[src/rtl/keypad_pkg.sv]
// Types and helpers shared between the keypad debouncer and the keyscan FSM.
package keypad_pkg;

    localparam int NUM_ROWS = 4;
    localparam int NUM_COLS = 4;

    typedef enum logic [1:0] {
        IDLE,
        COUNT,
        HELD,
        RELEASE
    } db_state_t;

    // True when exactly one bit of x is set.
    function automatic logic is_onehot4(input logic [3:0] x);
        return (x != 4'b0000) && ((x & (x - 4'd1)) == 4'b0000);
    endfunction

endpackage

[src/rtl/key_debouncer_if.sv]
// Signals exchanged between the keypad/keyscan side (master) and the debouncer (slave).
interface key_debouncer_if;
    import keypad_pkg::*;

    logic [NUM_COLS-1:0] col_raw;
    logic [NUM_ROWS-1:0] row_pressed;
    logic                debounce_en;
    logic [NUM_COLS-1:0] col_sync;
    logic                debounced;
    logic                key_valid;
    logic [NUM_ROWS-1:0] key_row;
    logic [NUM_COLS-1:0] key_col;

    modport master (
        output col_raw, row_pressed, debounce_en,
        input  col_sync, debounced, key_valid, key_row, key_col
    );

    modport slave (
        input  col_raw, row_pressed, debounce_en,
        output col_sync, debounced, key_valid, key_row, key_col
    );

endinterface

[src/rtl/sync_2ff.sv]
// Two-flop synchronizer for a bus of independent asynchronous bits.
module sync_2ff #(
    parameter int W = 4
) (
    input  logic         clk,
    input  logic         reset,
    input  logic [W-1:0] d,
    output logic [W-1:0] q
);

    logic [W-1:0] meta;

    // NOTE: non-blocking assignments let meta and q update together on the edge,
    // forming a real two-stage pipeline instead of collapsing into one flop.
    always_ff @(posedge clk or negedge reset) begin
        if (!reset) begin
            meta <= '0;
            q    <= '0;
        end else begin
            meta <= d;
            q    <= meta;
        end
    end

endmodule

[src/rtl/key_debouncer.sv]
// Qualifies a single-column key press and its release over DB_CYCLES stable clocks,
// then presents a debounced level, a one-cycle key_valid pulse and the latched row/column.
module key_debouncer
    import keypad_pkg::*;
#(
    parameter int DB_CYCLES = 240000,
    parameter int CNT_W     = 18
) (
    input  logic            clk,
    input  logic            reset,
    key_debouncer_if.slave  bus
);

    localparam logic [CNT_W-1:0] CNT_LAST = CNT_W'(DB_CYCLES - 1);

    logic [NUM_COLS-1:0] col_sync;

    db_state_t           state,     state_nx;
    logic [CNT_W-1:0]    cnt,       cnt_nx;
    logic [NUM_ROWS-1:0] cap_row,   cap_row_nx;
    logic [NUM_COLS-1:0] cap_col,   cap_col_nx;
    logic                debounced, debounced_nx;
    logic                key_valid, key_valid_nx;
    logic [NUM_ROWS-1:0] key_row,   key_row_nx;
    logic [NUM_COLS-1:0] key_col,   key_col_nx;

    sync_2ff #(.W(NUM_COLS)) u_col_sync (
        .clk   (clk),
        .reset (reset),
        .d     (bus.col_raw),
        .q     (col_sync)
    );

    always_ff @(posedge clk or negedge reset) begin
        if (!reset) begin
            state     <= IDLE;
            cnt       <= '0;
            cap_row   <= '0;
            cap_col   <= '0;
            debounced <= 1'b0;
            key_valid <= 1'b0;
            key_row   <= '0;
            key_col   <= '0;
        end else begin
            state     <= state_nx;
            cnt       <= cnt_nx;
            cap_row   <= cap_row_nx;
            cap_col   <= cap_col_nx;
            debounced <= debounced_nx;
            key_valid <= key_valid_nx;
            key_row   <= key_row_nx;
            key_col   <= key_col_nx;
        end
    end

    // NOTE: every signal gets a hold/default value first so no path leaves it
    // unassigned, which would otherwise infer a latch.
    always_comb begin
        state_nx     = state;
        cnt_nx       = cnt;
        cap_row_nx   = cap_row;
        cap_col_nx   = cap_col;
        debounced_nx = debounced;
        key_valid_nx = 1'b0;
        key_row_nx   = key_row;
        key_col_nx   = key_col;

        unique case (state)
            IDLE: begin
                if (bus.debounce_en && is_onehot4(col_sync)) begin
                    cap_col_nx = col_sync;
                    cap_row_nx = bus.row_pressed;
                    cnt_nx     = '0;
                    state_nx   = COUNT;
                end
            end
            COUNT: begin
                if (!bus.debounce_en || (col_sync != cap_col)) begin
                    cnt_nx   = '0;
                    state_nx = IDLE;
                end else if (cnt == CNT_LAST) begin
                    cnt_nx       = '0;
                    state_nx     = HELD;
                    debounced_nx = 1'b1;
                    key_valid_nx = 1'b1;
                    key_row_nx   = cap_row;
                    key_col_nx   = cap_col;
                end else begin
                    cnt_nx = cnt + CNT_W'(1);
                end
            end
            HELD: begin
                if (col_sync != cap_col) begin
                    cnt_nx   = '0;
                    state_nx = RELEASE;
                end
            end
            RELEASE: begin
                if (col_sync == cap_col) begin
                    state_nx = HELD;
                end else if (col_sync != '0) begin
                    // A different key is down, so this is not a release yet.
                    cnt_nx = '0;
                end else if (cnt == CNT_LAST) begin
                    cnt_nx       = '0;
                    state_nx     = IDLE;
                    debounced_nx = 1'b0;
                    key_row_nx   = '0;
                    key_col_nx   = '0;
                end else begin
                    cnt_nx = cnt + CNT_W'(1);
                end
            end
            default: begin
                cnt_nx   = '0;
                state_nx = IDLE;
            end
        endcase
    end

    assign bus.col_sync  = col_sync;
    assign bus.debounced = debounced;
    assign bus.key_valid = key_valid;
    assign bus.key_row   = key_row;
    assign bus.key_col   = key_col;

endmodule

[src/flat_wrapper.sv]
// flat-port wrapper written by rule: the top's interface ports become plain ports
module key_debouncer_flat import keypad_pkg::*;
#(
    parameter int DB_CYCLES = 240000,
    parameter int CNT_W     = 18
)
  (clk, reset, bus_col_raw, bus_row_pressed, bus_debounce_en, bus_col_sync, bus_debounced, bus_key_valid, bus_key_row, bus_key_col);
  key_debouncer_if bus_i ();
  input  logic clk;
  input  logic reset;
  input wire logic [$bits(bus_i.col_raw)-1:0] bus_col_raw;
  input wire logic [$bits(bus_i.row_pressed)-1:0] bus_row_pressed;
  input wire logic [$bits(bus_i.debounce_en)-1:0] bus_debounce_en;
  output wire logic [$bits(bus_i.col_sync)-1:0] bus_col_sync;
  output wire logic [$bits(bus_i.debounced)-1:0] bus_debounced;
  output wire logic [$bits(bus_i.key_valid)-1:0] bus_key_valid;
  output wire logic [$bits(bus_i.key_row)-1:0] bus_key_row;
  output wire logic [$bits(bus_i.key_col)-1:0] bus_key_col;
  assign bus_i.col_raw = bus_col_raw;
  assign bus_i.row_pressed = bus_row_pressed;
  assign bus_i.debounce_en = bus_debounce_en;
  assign bus_col_sync = bus_i.col_sync;
  assign bus_debounced = bus_i.debounced;
  assign bus_key_valid = bus_i.key_valid;
  assign bus_key_row = bus_i.key_row;
  assign bus_key_col = bus_i.key_col;
  key_debouncer #(.DB_CYCLES(DB_CYCLES), .CNT_W(CNT_W)) u_core (.clk(clk), .reset(reset), .bus(bus_i));
endmodule
[config.mk]
export PLATFORM = sky130hd
export DESIGN_NAME = key_debouncer_flat
export DESIGN_NICKNAME = d
export VERILOG_FILES = /design/src/rtl/keypad_pkg.sv /design/src/rtl/key_debouncer_if.sv /design/src/rtl/sync_2ff.sv /design/src/rtl/key_debouncer.sv /design/src/flat_wrapper.sv
export SDC_FILE = /design/constraint.sdc
export NUM_CORES = 1
export LEC_CHECK = 0
export ABC_AREA = 0
export CORE_ASPECT_RATIO = 1.1
export CORE_MARGIN = 2
export CORE_UTILIZATION = 48
export CTS_CLUSTER_SIZE = 10
export DETAILED_ROUTE_END_ITERATION = 16
export PLACE_DENSITY = 0.83
export SYNTH_ARGS = -nofsm -noshare
export SYNTH_HDL_FRONTEND = slang
export SYNTH_SLANG_ARGS = --single-unit
[constraint.sdc]
create_clock -name clk -period 1.9 [get_ports clk]
set_input_delay 0.38 -clock clk [delete_from_list [all_inputs] [get_ports clk]]
set_output_delay 0.38 -clock clk [all_outputs]
set_load 0.02 [all_outputs]
==> impl_metrics.yaml <==
route:
  detailroute.via_count: 2263
  wl_per_cell_um: 18.6
  initialDrtViolationCount: 202
  vias_per_cell: 6.18
  final_routed_wirelength_across_all_metal_layers_um: 6810
  total_drc_errors_in_the_routed_layout: 0
  drtPass1Iterations: 4
  drt.antenna.violating_nets: 0
floorplanning:
  placementRows: 27
  dieWidth_um: 72.4
  placeableCoreArea_um2: 5000
  die_h_um: 79.2
  die_area_um2: 5740
  initial_cell_density_of_the_core_pct: 49.4
  boundaryPins: 25
clock_tree:
  clock-root-buffer: "clkbuf_8"
  insertion_delay_ps: 300
  cts_buffers: 5
  cts.sinks: 46
  cts_tree: "yes"
  clock_tree.htree_level_count: 2
  cts-root-to-sink-buffers: 2
  worst_setup_hold_path_clk_slew_ps: 90
pwr:
  p_leak_uw: 0.00139
  vdd_ir_drop_max_uv: 405
  p_per_area_nw_per_um2: 833
critical_path:
  worstPathMaxFanout: 8
  timing.setup.critical_path_class: "flop to flop"
  timing.critical_path.from: "u_core.u_col_sync.q[1]$_DFF_PN0_"
  worst_r2r_endpoint: "u_core.cap_col[1]$_DFFE_PN0P_"
  cp-endpoint: "u_core.cap_col[1]$_DFFE_PN0P_"
  worstSetupStartpointType: "flop"
  reg2regPathDepth: 5
  worstPathArrival_ps: 2100
  worst_r2r_startpoint: "u_core.u_col_sync.q[1]$_DFF_PN0_"
  crit_required_ps: 2090
  slack_of_the_worst_reg_to_reg_path_ps: -6
  timing.critical_path.to_type: "flop"
place:
  place_worst_setup_slack_ps: -405
  hpwlAfterDp_um: 4030
  placedCellCount: 347
  port_buffers: 24
  place.gp.congestion: 0.816
synth:
  cell_types_occupying_the_most_area_after_synthesis: "dfrtp_1 47%, nand2_1 5.6%, mux2_2 3.6%, mux2i_1 3.2%, inv_1 2.9%"
  avgSynthCellArea_um2: 9.72
  async_flop_share_pct: 100
  synth-edff-count: 0
  number_of_storage_elements_in_the_synthesis_netlist: 46
  synth_area_um2: 2470
  synth-main-ff-cell: "dfrtp_1"
  number_of_nets_in_the_synthesized_netlist: 266
  synth_cells: 254
  synth_largest_type_area_fraction_pct: 46.6
  synthDistinctLibCells: 54
  synth_sequential_area_ratio_pct: 46.6
  synth.yosys.warnings: 0
  yosys.area.top_type: "dfrtp_1"
grt:
  gr-usage-all-layers_pct: 21.4
  antenna_violations_before_repair: 0
  wire_length_of_the_first_global_routing_pass_um: 9780
  grt_pass1_vias: 2137
  globalRouteOverflowTotal: 0
  maximum_number_of_pins_on_one_net_before_global_route_repair: 30
cells_and_area:
  most-common-layout-cells: "42 x dfrtp_1, 37 x nand2_1, 30 x buf_4"
  synthToLayoutAreaGrowth_pct: 35.2
  final_util_pct: 66.8
  nNetsFinal: 319
  finalNonFillerCells: 366
  post_route_cells_drive_above_1_share_pct: 28.6
  num_antenna_cells: 0
  num-fill-cells: 345
  layout.cells.most_common: "dfrtp_1"
timing:
  holdWs_ps: 5.45
  grt_setup_unrepaired: "yes"
  timing.setup.tns_ps: -12.3
  hold_violations: 0
  layout_setup_ws_ps: -6.23
  maxClockFrequency_ghz: 0.525
  skew_ps: 10.8
  final_period_minus_worst_setup_slack_ps: 1910
  worst_pin_slew_ps: 432
  maxSlewViolCount: 0
  maxSlewHeadroom_pct: 71.2
  post-route-period-util_pct: 100
  setup_viol: 3
job:
  max-cap-violations: 0
run_status:
  run_status: "finished, violations left"
  violations_in_the_final_reports: "negative setup slack"
min_path:
  hold_path_class: "primary input to async pin"
## through the flow
step / power, uW / area, um2
CTS: 2610 / 3110
global route: 2900 / 3340
floorplan: 1680 / 2520
finish: 2780 / 3340
global placement: 1870 / 2940
detailed placement: 1910 / 2940
## timing repair
item / 4_1_cts / 5_1_grt
hold buffers: 0 / 0
pin swaps: 2 / 14
setup endpoints to repair: 24 / 36
buffers inserted: 1 / 10
gates resized for setup: 7 / 32
## Yosys cell counts (3+ instances only)
master / instances
a32oi_1: 4
xnor2_1: 4
nor3_1: 5
nor2_1: 9
nand4_1: 11
buf_4: 4
nand2_1: 37
inv_1: 19
o21ai_0: 10
buf_2: 5
o211ai_1: 3
nand3_1: 14
a21oi_1: 4
and3_1: 6
o22ai_1: 5
dfrtp_1: 46
a41oi_1: 6
clkbuf_1: 3
mux2i_1: 8
mux2_2: 8
## state kept, by name (all words and copies together) (netlist names)
name / cells
u_core.cap_col: 4
u_core.u_col_sync.meta: 4
u_core.u_col_sync.q: 4
u_core.state: 2
u_core.bus.key_row: 4
u_core.bus.key_valid: 1
u_core.bus.debounced: 1
u_core.cnt: 18
u_core.bus.key_col: 4
u_core.cap_row: 4
## power by group
part | switching, uW | leakage [uW] | internal (uW)
clock | 337 | 0.0000544 | 334
sequential | 100 | 0.000560 | 1080
combinational | 473 | 0.000778 | 455
## final cells by class
class	count	area (um2)	area share, %
sequential	46	1160	34.6
tap	58	72.6	2.17
timing repair buffer	60	551	16.5
multi-input combinational	175	1380	41.4
clock inverter	1	8.76	0.262
clock buffer	7	96.3	2.88
inverter	19	71.3	2.14
## kinds of logic (layout without fill, tap and decap cells)
group | after synthesis | after routing | share of synthesized area, %
buffers and inverters | 33 | 87 | 6.18
adders and majority gates | 1 | 1 | 0.507
xor gates and xnor gates | 5 | 5 | 1.77
DFF | 46 | 46 | 46.6
AOI/OAI and AO/OA | 48 | 48 | 14.9
muxes | 17 | 17 | 7.35
and+or+nand+nor | 104 | 104 | 22.6
## routing by layer
| layer | GRT usage [%] | routed length, um | share of wire [%] |
|---|---|---|---|
| met4 | 7.59 | 225 | 3.3 |
| met2 | 36.2 | 3550 | 52 |
| met5 | 0 | 0 | 0 |
| met1 | 27.1 | 2710 | 40 |
| met3 | 4.06 | 338 | 5.0 |
## critical path, cell delays in order (launching register included)
cell	delay, ps
dfrtp_2	500
buf_6	150
or4_4	490
a21oi_4	180
buf_12	150
mux2_2	330
## how the worst min path moves through the flow
stage,startpoint,to,slack (ps),depth (start not counted)
4_1_cts,reset,u_core.bus.key_row[3]$_DFFE_PN0P_,10,1
5_1_grt,reset,u_core.bus.key_row[2]$_DFFE_PN0P_,30,1
2_1_floorplan,reset,u_core.bus.debounced$_DFFE_PN0P_,80,0
6_report,reset,u_core.bus.key_row[3]$_DFFE_PN0P_,5,1
3_3_place_gp,u_core.u_col_sync.meta[3]$_DFF_PN0_,u_core.u_col_sync.q[3]$_DFF_PN0_,330,0
3_5_place_dp,u_core.u_col_sync.meta[2]$_DFF_PN0_,u_core.u_col_sync.q[2]$_DFF_PN0_,330,0
No activity file was read; power rests on OpenSTA's default activity.
